==> src/rtl/rst_sequencer_if.sv <==
// Sequencer-side signal bundle: asynchronous lock flags in, staged reset
// requests and status out. Clock and reset stay as plain module ports.
interface rst_sequencer_if #(
    parameter int N_LOCKS     = 2,
    parameter int N_DOMAINS   = 4,
    parameter int MAX_RETRIES = 3
);
    localparam int RCW = $clog2(MAX_RETRIES + 1);

    logic [N_LOCKS-1:0]   lockedIn;
    logic                 mmcmRstOut;
    logic [N_DOMAINS-1:0] rstReqOut;
    logic                 readyOut;
    logic                 errorOut;
    logic [RCW-1:0]       retryCntOut;
    logic [7:0]           lossCntOut;
    logic [2:0]           stateOut;

    modport master (
        input  lockedIn,
        output mmcmRstOut, rstReqOut, readyOut, errorOut,
        output retryCntOut, lossCntOut, stateOut
    );

    modport slave (
        output lockedIn,
        input  mmcmRstOut, rstReqOut, readyOut, errorOut,
        input  retryCntOut, lossCntOut, stateOut
    );
endinterface

==> src/rtl/rst_sequencer.sv <==
// Reset/lock sequencer: pulses the MMCM reset, filters lock with timeout and
// retry, then releases domain reset requests one at a time.
module rst_sequencer #(
    parameter int N_LOCKS         = 2,
    parameter int N_DOMAINS       = 4,
    parameter int SYNC_STAGES     = 2,
    parameter int MMCM_RST_CYCLES = 16,
    parameter int LOCK_FILTER     = 4,
    parameter int LOCK_TIMEOUT    = 65536,
    parameter int STAGE_DELAY     = 8,
    parameter int MAX_RETRIES     = 3
) (
    input  logic             clkIn,
    input  logic             rstIn,
    rst_sequencer_if.master  bus
);
    localparam int RCW = $clog2(MAX_RETRIES + 1);
    localparam int MW  = $clog2(MMCM_RST_CYCLES + 1);
    localparam int FW  = $clog2(LOCK_FILTER + 1);
    localparam int TW  = $clog2(LOCK_TIMEOUT + 1);
    localparam int SW  = $clog2(STAGE_DELAY + 1);

    localparam logic [MW-1:0]  MMCM_END   = MW'(MMCM_RST_CYCLES);
    localparam logic [FW-1:0]  FILT_LAST  = FW'(LOCK_FILTER - 1);
    localparam logic [TW-1:0]  TMO_LAST   = TW'(LOCK_TIMEOUT - 1);
    localparam logic [SW-1:0]  STAGE_LAST = SW'(STAGE_DELAY - 1);
    localparam logic [RCW-1:0] RETRY_MAX  = RCW'(MAX_RETRIES);

    typedef enum logic [2:0] {
        ST_RST_MMCM  = 3'd0,
        ST_WAIT_LOCK = 3'd1,
        ST_RELEASE   = 3'd2,
        ST_RUN       = 3'd3,
        ST_FAULT     = 3'd4
    } state_e;

    function automatic logic [7:0] sat_inc8(input logic [7:0] v);
        if (v == 8'hFF) begin
            sat_inc8 = v;
        end else begin
            sat_inc8 = v + 8'd1;
        end
    endfunction

    logic [N_LOCKS-1:0]   sync_q [SYNC_STAGES];
    logic                 lock_ok_s;

    state_e               state_q,     state_d;
    logic [MW-1:0]        mmcm_cnt_q,  mmcm_cnt_d;
    logic [FW-1:0]        filt_cnt_q,  filt_cnt_d;
    logic [TW-1:0]        tmo_cnt_q,   tmo_cnt_d;
    logic [SW-1:0]        stage_cnt_q, stage_cnt_d;
    logic                 mmcm_rst_q,  mmcm_rst_d;
    logic [N_DOMAINS-1:0] rst_req_q,   rst_req_d;
    logic                 ready_q,     ready_d;
    logic                 error_q,     error_d;
    logic [RCW-1:0]       retry_q,     retry_d;
    logic [7:0]           loss_q,      loss_d;

    // Lock flag synchroniser chain, cleared by reset.
    always_ff @(posedge clkIn) begin
        if (rstIn) begin
            for (int i = 0; i < SYNC_STAGES; i++) begin
                sync_q[i] <= '0;
            end
        end else begin
            sync_q[0] <= bus.lockedIn;
            for (int i = 1; i < SYNC_STAGES; i++) begin
                sync_q[i] <= sync_q[i-1];
            end
        end
    end

    assign lock_ok_s = &sync_q[SYNC_STAGES-1];

    // Next-state and output logic. Re-entries into RST_MMCM from timeout or
    // lock loss preload the pulse counter with 1: the transition edge has
    // already sampled rstIn low, so the pulse is MMCM_RST_CYCLES wide there too.
    always_comb begin
        state_d     = state_q;
        mmcm_cnt_d  = mmcm_cnt_q;
        filt_cnt_d  = filt_cnt_q;
        tmo_cnt_d   = tmo_cnt_q;
        stage_cnt_d = stage_cnt_q;
        mmcm_rst_d  = mmcm_rst_q;
        rst_req_d   = rst_req_q;
        ready_d     = ready_q;
        error_d     = error_q;
        retry_d     = retry_q;
        loss_d      = loss_q;

        case (state_q)
            ST_RST_MMCM: begin
                mmcm_rst_d = 1'b1;
                rst_req_d  = '1;
                ready_d    = 1'b0;
                if (mmcm_cnt_q == MMCM_END) begin
                    state_d    = ST_WAIT_LOCK;
                    mmcm_rst_d = 1'b0;
                    mmcm_cnt_d = '0;
                    filt_cnt_d = '0;
                    tmo_cnt_d  = '0;
                end else begin
                    mmcm_cnt_d = mmcm_cnt_q + MW'(1);
                end
            end

            ST_WAIT_LOCK: begin
                mmcm_rst_d = 1'b0;
                if (lock_ok_s && (filt_cnt_q == FILT_LAST)) begin
                    state_d     = ST_RELEASE;
                    stage_cnt_d = '0;
                    filt_cnt_d  = '0;
                    tmo_cnt_d   = '0;
                end else if (tmo_cnt_q == TMO_LAST) begin
                    filt_cnt_d = '0;
                    tmo_cnt_d  = '0;
                    if (retry_q < RETRY_MAX) begin
                        state_d    = ST_RST_MMCM;
                        retry_d    = retry_q + RCW'(1);
                        mmcm_rst_d = 1'b1;
                        mmcm_cnt_d = MW'(1);
                    end else begin
                        state_d = ST_FAULT;
                        error_d = 1'b1;
                    end
                end else begin
                    tmo_cnt_d  = tmo_cnt_q + TW'(1);
                    filt_cnt_d = lock_ok_s ? (filt_cnt_q + FW'(1)) : '0;
                end
            end

            ST_RELEASE: begin
                if (!lock_ok_s) begin
                    state_d     = ST_RST_MMCM;
                    mmcm_rst_d  = 1'b1;
                    mmcm_cnt_d  = MW'(1);
                    rst_req_d   = '1;
                    ready_d     = 1'b0;
                    stage_cnt_d = '0;
                    loss_d      = sat_inc8(loss_q);
                end else if (stage_cnt_q == STAGE_LAST) begin
                    stage_cnt_d = '0;
                    if (rst_req_q == '0) begin
                        state_d = ST_RUN;
                        ready_d = 1'b1;
                        retry_d = '0;
                    end else begin
                        // Zero shifts in at bit 0, so domains release in ascending order.
                        rst_req_d = rst_req_q << 1'b1;
                    end
                end else begin
                    stage_cnt_d = stage_cnt_q + SW'(1);
                end
            end

            ST_RUN: begin
                if (!lock_ok_s) begin
                    state_d    = ST_RST_MMCM;
                    mmcm_rst_d = 1'b1;
                    mmcm_cnt_d = MW'(1);
                    rst_req_d  = '1;
                    ready_d    = 1'b0;
                    loss_d     = sat_inc8(loss_q);
                end else begin
                    ready_d   = 1'b1;
                    rst_req_d = '0;
                end
            end

            ST_FAULT: begin
                error_d    = 1'b1;
                mmcm_rst_d = 1'b0;
                rst_req_d  = '1;
                ready_d    = 1'b0;
            end

            default: begin
                state_d    = ST_RST_MMCM;
                mmcm_rst_d = 1'b1;
                mmcm_cnt_d = '0;
                rst_req_d  = '1;
                ready_d    = 1'b0;
            end
        endcase
    end

    // State and registered-output update with synchronous reset.
    always_ff @(posedge clkIn) begin
        if (rstIn) begin
            state_q     <= ST_RST_MMCM;
            mmcm_cnt_q  <= '0;
            filt_cnt_q  <= '0;
            tmo_cnt_q   <= '0;
            stage_cnt_q <= '0;
            mmcm_rst_q  <= 1'b1;
            rst_req_q   <= '1;
            ready_q     <= 1'b0;
            error_q     <= 1'b0;
            retry_q     <= '0;
            loss_q      <= 8'd0;
        end else begin
            state_q     <= state_d;
            mmcm_cnt_q  <= mmcm_cnt_d;
            filt_cnt_q  <= filt_cnt_d;
            tmo_cnt_q   <= tmo_cnt_d;
            stage_cnt_q <= stage_cnt_d;
            mmcm_rst_q  <= mmcm_rst_d;
            rst_req_q   <= rst_req_d;
            ready_q     <= ready_d;
            error_q     <= error_d;
            retry_q     <= retry_d;
            loss_q      <= loss_d;
        end
    end

    assign bus.mmcmRstOut  = mmcm_rst_q;
    assign bus.rstReqOut   = rst_req_q;
    assign bus.readyOut    = ready_q;
    assign bus.errorOut    = error_q;
    assign bus.retryCntOut = retry_q;
    assign bus.lossCntOut  = loss_q;
    assign bus.stateOut    = state_q;
endmodule

==> src/flat_wrapper.sv <==
// flat-port wrapper written by rule: the top's interface ports become plain ports
module rst_sequencer_flat 
#(
    parameter int N_LOCKS         = 2,
    parameter int N_DOMAINS       = 4,
    parameter int SYNC_STAGES     = 2,
    parameter int MMCM_RST_CYCLES = 16,
    parameter int LOCK_FILTER     = 4,
    parameter int LOCK_TIMEOUT    = 65536,
    parameter int STAGE_DELAY     = 8,
    parameter int MAX_RETRIES     = 3
)
  (clkIn, rstIn, bus_lockedIn, bus_mmcmRstOut, bus_rstReqOut, bus_readyOut, bus_errorOut, bus_retryCntOut, bus_lossCntOut, bus_stateOut);
  rst_sequencer_if #(.N_LOCKS(N_LOCKS), .N_DOMAINS(N_DOMAINS), .MAX_RETRIES(MAX_RETRIES)) bus_i ();
  input  logic clkIn;
  input  logic rstIn;
  input wire logic [$bits(bus_i.lockedIn)-1:0] bus_lockedIn;
  output wire logic [$bits(bus_i.mmcmRstOut)-1:0] bus_mmcmRstOut;
  output wire logic [$bits(bus_i.rstReqOut)-1:0] bus_rstReqOut;
  output wire logic [$bits(bus_i.readyOut)-1:0] bus_readyOut;
  output wire logic [$bits(bus_i.errorOut)-1:0] bus_errorOut;
  output wire logic [$bits(bus_i.retryCntOut)-1:0] bus_retryCntOut;
  output wire logic [$bits(bus_i.lossCntOut)-1:0] bus_lossCntOut;
  output wire logic [$bits(bus_i.stateOut)-1:0] bus_stateOut;
  assign bus_i.lockedIn = bus_lockedIn;
  assign bus_mmcmRstOut = bus_i.mmcmRstOut;
  assign bus_rstReqOut = bus_i.rstReqOut;
  assign bus_readyOut = bus_i.readyOut;
  assign bus_errorOut = bus_i.errorOut;
  assign bus_retryCntOut = bus_i.retryCntOut;
  assign bus_lossCntOut = bus_i.lossCntOut;
  assign bus_stateOut = bus_i.stateOut;
  rst_sequencer #(.N_LOCKS(N_LOCKS), .N_DOMAINS(N_DOMAINS), .SYNC_STAGES(SYNC_STAGES), .MMCM_RST_CYCLES(MMCM_RST_CYCLES), .LOCK_FILTER(LOCK_FILTER), .LOCK_TIMEOUT(LOCK_TIMEOUT), .STAGE_DELAY(STAGE_DELAY), .MAX_RETRIES(MAX_RETRIES)) u_core (.clkIn(clkIn), .rstIn(rstIn), .bus(bus_i));
endmodule
==> config.mk <==
export PLATFORM = sky130hd
export DESIGN_NAME = rst_sequencer_flat
export DESIGN_NICKNAME = d
export VERILOG_FILES = /design/src/rtl/rst_sequencer_if.sv /design/src/rtl/rst_sequencer.sv /design/src/flat_wrapper.sv
export SDC_FILE = /design/constraint.sdc
export NUM_CORES = 1
export LEC_CHECK = 0
export ABC_AREA = 1
export CAP_MARGIN = 20
export CORE_AREA = 10 10 100 102
export DETAILED_ROUTE_END_ITERATION = 12
export DIE_AREA = 0 0 110 112
export GPL_TIMING_DRIVEN = 0
export PLACE_DENSITY_LB_ADDON = 0.12
export SYNTH_ARGS = -nofsm -noshare
export SYNTH_HDL_FRONTEND = slang
export SYNTH_SLANG_ARGS = --single-unit
==> constraint.sdc <==
create_clock -name clkIn -period 4.5 [get_ports clkIn]
set_input_delay 0.9 -clock clkIn [delete_from_list [all_inputs] [get_ports clkIn]]
set_output_delay 0.9 -clock clkIn [all_outputs]
set_load 0.05 [all_outputs]
---- Word level (Yosys, flattened, before mapping) ----
Memories as Yosys holds them, arrays and structs flattened.
Cells that the tools add are included.
word-level totals
  register bits ........................... 49
  RAM bits ................................ 4
  input port bits ......................... 4
  output and inout bits ................... 20
  word-level logic and storage cells ...... 126
  memories ................................ 1
cells by class
  add/sub/neg operators ................... 6
  magnitude comparators ................... 1
  eq/ne operators ......................... 24
  muxes and demuxes ....................... 60
  bitwise gates (word level) .............. 6
  reductions and logical operators ........ 17
memories
  name           words  bits a word  read ports  clocked after Yosys merged registers in  write ports  line                 RTL
  u_core.sync_q  2      2            2           0                                        2            rst_sequencer.sv:45  logic [N_LOCKS-1:0] sync_q [SYNC_STAGES];
operators with widths
  cell                                                                     count
  17-bit two-way mux                                                       3
  3-bit two-way mux                                                        12
  17-bit case mux with 2 select lines                                      1
  4-bit two-way mux                                                        7
  5-bit two-way mux                                                        5
  5-bit case mux with 4 select lines                                       1
  17-bit by 1-bit adder with 17-bit output, second input constant          1
  17-bit by 16-bit == test with 1-bit output, second input constant        1
  2-bit two-way mux                                                        8
  1-bit two-way mux                                                        15
  3-bit case mux with 5 select lines                                       1
  2-bit by 1-bit inequality test with 1-bit output, second input constant  7
  4-bit case mux with 3 select lines                                       1
  3-bit by 2-bit == test with 1-bit output, second input constant          3
  3-bit inequality test, second input constant                             3
  3-bit AND reduction                                                      3
  8-bit by 1-bit adder with 8-bit output, second input constant            1
  8-bit == test, second input constant                                     1
  2-bit inequality test, second input constant                             4
  4-bit case mux with 2 select lines                                       1
  7-bit AND reduction                                                      1
  3-bit case mux with 2 select lines                                       1
  2-bit AND reduction                                                      3
  6-bit AND reduction                                                      1
  23 further kinds                                                         29

---- Depth between registers and ports, before layout ----
Gate-level depths: netlist (run 1).
  word-level depth ........................ 5
  mapped depth ............................ 11
  mapped depth without buffers ............ 11

---- Worst setup path before layout (run 1) ----
Ideal clock, no wire load.
  path type ............................... register to register
  start ................................... register u_core.loss_q[1] (netlist: u_core.bus.lossCntOut[1])
  end ..................................... register u_core.loss_q[4] (netlist: u_core.bus.lossCntOut[4])
  setup time .............................. 115 ps
  data arrival time ....................... 1675 ps
  data required time ...................... 4385 ps
  setup slack ............................. 2709 ps
  cell stages (with the launch flop) ...... 9
  path buffers ............................ 0
  period minus slack after synthesis ...... 1791 ps
  cell sequence ........................... dfxtp_1 -> ha_1 -> nand2_1 -> nor3_1 -> nand2_1 -> nand2_1 -> nor2_1 -> a21oi_1 -> nor2_1
between the ends
  cells in the longest elaborated chain, start to end .. 3
  elaborated cells between the ends (all ways) .. 4
  those cells by class .................... add/sub: 1; eq/ne: 1; bitwise: 1; reduce/logical: 1
ends and longest elaborated chain
  item                                                                                            line                  RTL
  start: declaration                                                                              rst_sequencer.sv:58   logic [7:0] loss_q, loss_d;
  start signal: assignment                                                                        rst_sequencer.sv:213  loss_q <= loss_d;
  parallel branches: the longest is 3 deep, another holds 8-bit by 1-bit adder with 8-bit output  n/a
Several ways; the timed one is not identified.
A chain may end at the register's enable or synchronous reset.

---- Worst setup path after layout (run 1) ----
  start ................................... register u_core.state_q[0] (netlist: u_core.bus.stateOut[0])
  end ..................................... output port bus_stateOut[0]
RTL lines
  item                      line                  RTL
  start: declaration        rst_sequencer.sv:48   state_e state_q, state_d;
  start signal: assignment  rst_sequencer.sv:203  state_q <= state_d;
  end: declaration          flat_wrapper.sv:24    output wire logic [$bits(bus_i.stateOut)-1:0] bus_stateOut;
No word-level cell between the ends.

==> results of run 1 <==
cells in the mapped netlist, types with 5 or more instances:
master | n | area [um2]
a21oi_1 | 31 | 155.2
dfxtp_1 | 53 | 1061
nor2_1 | 56 | 210.2
inv_1 | 46 | 172.7
nand2_1 | 101 | 379.1
o21ai_0 | 11 | 55.05
nand4_1 | 13 | 81.33
ha_1 | 8 | 100.1
nand3_1 | 26 | 130.1
nor3_1 | 8 | 40.04
inv_2 | 5 | 18.77
final cells by class:
| class | count | area, um2 |
|---|---|---|
| well taps | 105 | 131.4 |
| clock inverters | 1 | 30.03 |
| flip-flops and latches | 53 | 1061 |
| multi-input cells | 288 | 1435 |
| fillers | 862 | 4845 |
| inverters | 53 | 198.9 |
| clock buffers | 7 | 86.33 |
| plain buffers | 5 | 33.78 |
| repair buffers | 23 | 230.2 |
per-layer routing:
layer / routed length [um] / vias to the layer above
met1: 3303 / 1105
met3: 301 / 7
met2: 2858 / 30
met5: 0 / -
met4: 74 / 0
li1: - / 1342
worst max path at each step:
stage	end	depth (start not counted)	slack [ps]	from
floorplan	u_core.bus.lossCntOut[4]	8	2710	u_core.bus.lossCntOut[1]
global placement	u_core.bus.lossCntOut[1]	5	2000	rstIn
detailed placement	u_core.filt_cnt_q[0]	5	1990	rstIn
CTS	bus_stateOut[0]	1	1860	u_core.bus.stateOut[0]
global route	bus_stateOut[0]	1	1840	u_core.bus.stateOut[0]
finish	bus_stateOut[0]	1	1870	u_core.bus.stateOut[0]
logic make-up after synthesis:
| group | Yosys count |
|---|---|
| adder cells (fa/ha/maj) | 8 |
| XOR/XNOR | 3 |
| AO/OA/AOI/OAI | 52 |
| AND/OR/NAND/NOR | 225 |
| buffers and inverters | 58 |
| flip-flops | 53 |
power by group through the flow:
stage / Clock, mW / Sequential (mW) / Combinational (mW)
floorplan: 0 / 0.540 / 0.116
global placement: 0 / 0.518 / 0.187
detailed placement: 0 / 0.519 / 0.190
CTS: 0.357 / 0.508 / 0.190
global route: 0.377 / 0.512 / 0.211
finish: 0.342 / 0.508 / 0.187
flip-flops by register name, summed over array words and instances (netlist names), 2 cells and up:
name,cells
u_core.tmo_cnt_q,17
u_core.bus.lossCntOut,8
u_core.mmcm_cnt_q,5
u_core.bus.rstReqOut,4
u_core.stage_cnt_q,4
u_core.sync_q,4
u_core.bus.stateOut,3
u_core.filt_cnt_q,3
u_core.bus.retryCntOut,2
layout by cell type, fill, tap and decap left out, types with 8 or more instances in the layout:
cell type,count
o21ai_0,11
dfxtp_1,53
inv_1,46
nor2_1,56
nand2_1,101
ha_1,8
nand3_1,26
a21oi_1,31
nand4_1,13
nor3_1,8
clkdlybuf4s50_1,23
through the flow:
stage / worst slack, ps / utilization
4_1_cts: 1863 / 0.3983
5_1_grt: 1837 / 0.3983
3_5_place_dp: 1989 / 0.3838
3_3_place_gp: 2002 / 0.3838
2_1_floorplan: 2709 / -
6_report: 1869 / 0.3983
==> parameters.txt, run 1 <==
Parameter                              Value

Setup path
  Worst R2R Setup Slack    about 2600 ps
  Reg-to-reg endpoint    u_core.tmo_cnt_q[13]
  Cell breakdown of the critical path    clkdlybuf4s50_1
  Dominant delay contributor by cell family on the critical path    buffers and inverters
  Kind of end point of the critical path    primary output
  Startpoint type of the worst setup path    flip-flop
  Worst R2R Path Depth    10
  Slowest stage cell, crit path    clkdlybuf4s50_1
  Required time of the critical path    around 3600 ps
  Reg2Reg Launch Point    u_core.tmo_cnt_q[0]
  Number of buffers and inverters on the critical path    1
  Type of the worst setup path    reg2out
  Critical path arrival    roughly 1700 ps
  Maximum fanout along the worst path    6
  Delay of the slowest cell on the worst path    880 ps

Timing
  Final setup violation count    0
  Max-slew headroom    0.6157
  Transition time at the pin with the least slew margin    around 580 ps
  Final number of max-transition violations    0
  Setup Total Neg Slack    0 ps
  Max Clock Freq    about 380 MHz
  Unrepaired setup endpoints after global routing    no
  Minimum hold slack    between 400 and 500 ps
  Count of endpoints failing hold in the final timing report    0
  Post-route fraction of the period consumed by the critical path    0.5846
  Fin Clk Skew    about 8.4 ps
  Crit path time final    2631 ps

Drt
  TritonRoute pass-1 iters    4
  Vias per inst    between 4 and 5
  Drc violations    0
  Iteration-0 DRC Markers    108
  Total number of vias    around 2,500
  Routed wirelength normalized by instance count    12.22 um
  Routed wire length    around 6.5 mm
  ANT nets after route    0

Pwr
  Total leakage power    between 1 and 1.5 nW
  Switching portion of total power    0.2914
  Seq pwr share    0.490
  Power Dens Cells    323.4 nW/um2
  Total Power Consumption    1.037 mW
  Switching component of the power    about 300 uW
  Total internal power    roughly 740 uW
  Share of power burned in combinational logic    0.181
  Worst IR Drop VDD    roughly 0.12 mV
  Part of the total power dissipated in the clock network    0.330

Global route
  Overall track demand over capacity in global routing    0.1068
  Maximum number of pins on one net before global-route repair    16
  Met3 Usage GRT    0.02941
  Initial antenna violation count    0
  Wire length of the first global-routing pass    between 10 and 15 mm
  GRT busiest layer    met2
  Global routing usage on met1    0.1372
  Grt met2 use    0.1677
  Number of global-route vias before repair    2,396
  Congestion Overflow GR    0

Synthesis
  Main combinational cell family by area after synthesis    simple AND/OR/NAND/NOR gates
  Compound-cell area share of the yosys netlist    0.1059
  Syn_nets    ~410
  Count of flip-flops with a built-in enable after synthesis    0
  Fraction of the mapped netlist area in simple logic gates    0.3737
  Netlist cell types    36
  Mean instance size in the synthesized netlist    6.839 um2
  Post-synthesis instance area    around 2700 um2
  Post-synthesis share of cell area spent on full adders, half adders and majority gates    0.03668
  Primary FF master, synth    dfxtp_1
  Post-synthesis sequential area ratio    0.3888
  Yosys reg bits    53
  Area share of xor/xnor cells in the synthesized design    0.009629
  Proportion of register bits with asynchronous set or reset after synthesis    0
  Portion of netlist area occupied by mux cells    0
  Post-synthesis cell count    approximately 400
  Yosys synthesis warning count    0

Placed design
  Port bufs    23
  Number of placed instances with taps included    around 530
  Routability-driven placement congestion ratio    0.7964
  Hpwl dp    4.980 mm
  Placed instance area    between 3000 and 4000 um2

Die
  # IOs    24
  Initial core utilization    0.3389
  Width of the die    110 um
  Die height    about 110 um
  Total die area    between 10,000 and 15,000 um2
  Number of standard-cell rows in the floorplan    33
  Standard cell core area    8051 um2

Min path
  Hold EP    u_core.sync_q[0][2]
  Path type of the worst min-delay path    reg2reg
  Worst hold path stage count    2
  Hold Crit Start    u_core.sync_q[0][0]

CTS
  Clk Latency, worst-skew pair    a little over 300 ps
  Setup Fix Bufs, Post-CTS    0
  Count of instances resized after the clock tree is built    0
  CTS root buf    clkbuf_8
  Number of buffers on the longest clock path    2
  Clock sink total    53
  Deepest level of the CTS H-tree    2
  Count of hold buffers inserted by post-cts repair    0
  Num CTS Buffers    5
  TritonCTS clock tree    built
  Register clock-pin slew on the reported worst setup and hold paths    around 100 ps

Run
  Max-cap viol count    0

Final layout
  Number of diodes added for antenna fixing    0
  Synth-to-Final Area Change    17.52%
  Finished Cell Area    about 3200 um2
  Final Non-Filler Cells    around 540
  Nets    ~440
  Share of post-route cells with drive strength above 1    0.07209

Status
  Status    complete, no violations
No activity file was read; power rests on OpenSTA's default activity.
==> inputs of run 2 (changes only) <==
Clock period 4.5 ns to 2.55 ns, I/O delays scaled along.
==> results of run 2 <==
Same layout as run 1 (identical final DEF). Status: complete, no violations.
Main changes from that run: setup slack after placement 1989 ps -> 428.8 ps; setup slack after layout 1869 ps -> 309.4 ps; register-to-register setup slack 2590 ps -> 640 ps; total power 1.037 mW -> 1.830 mW; worst IR drop on VDD 0.1229 mV -> 0.2169 mV
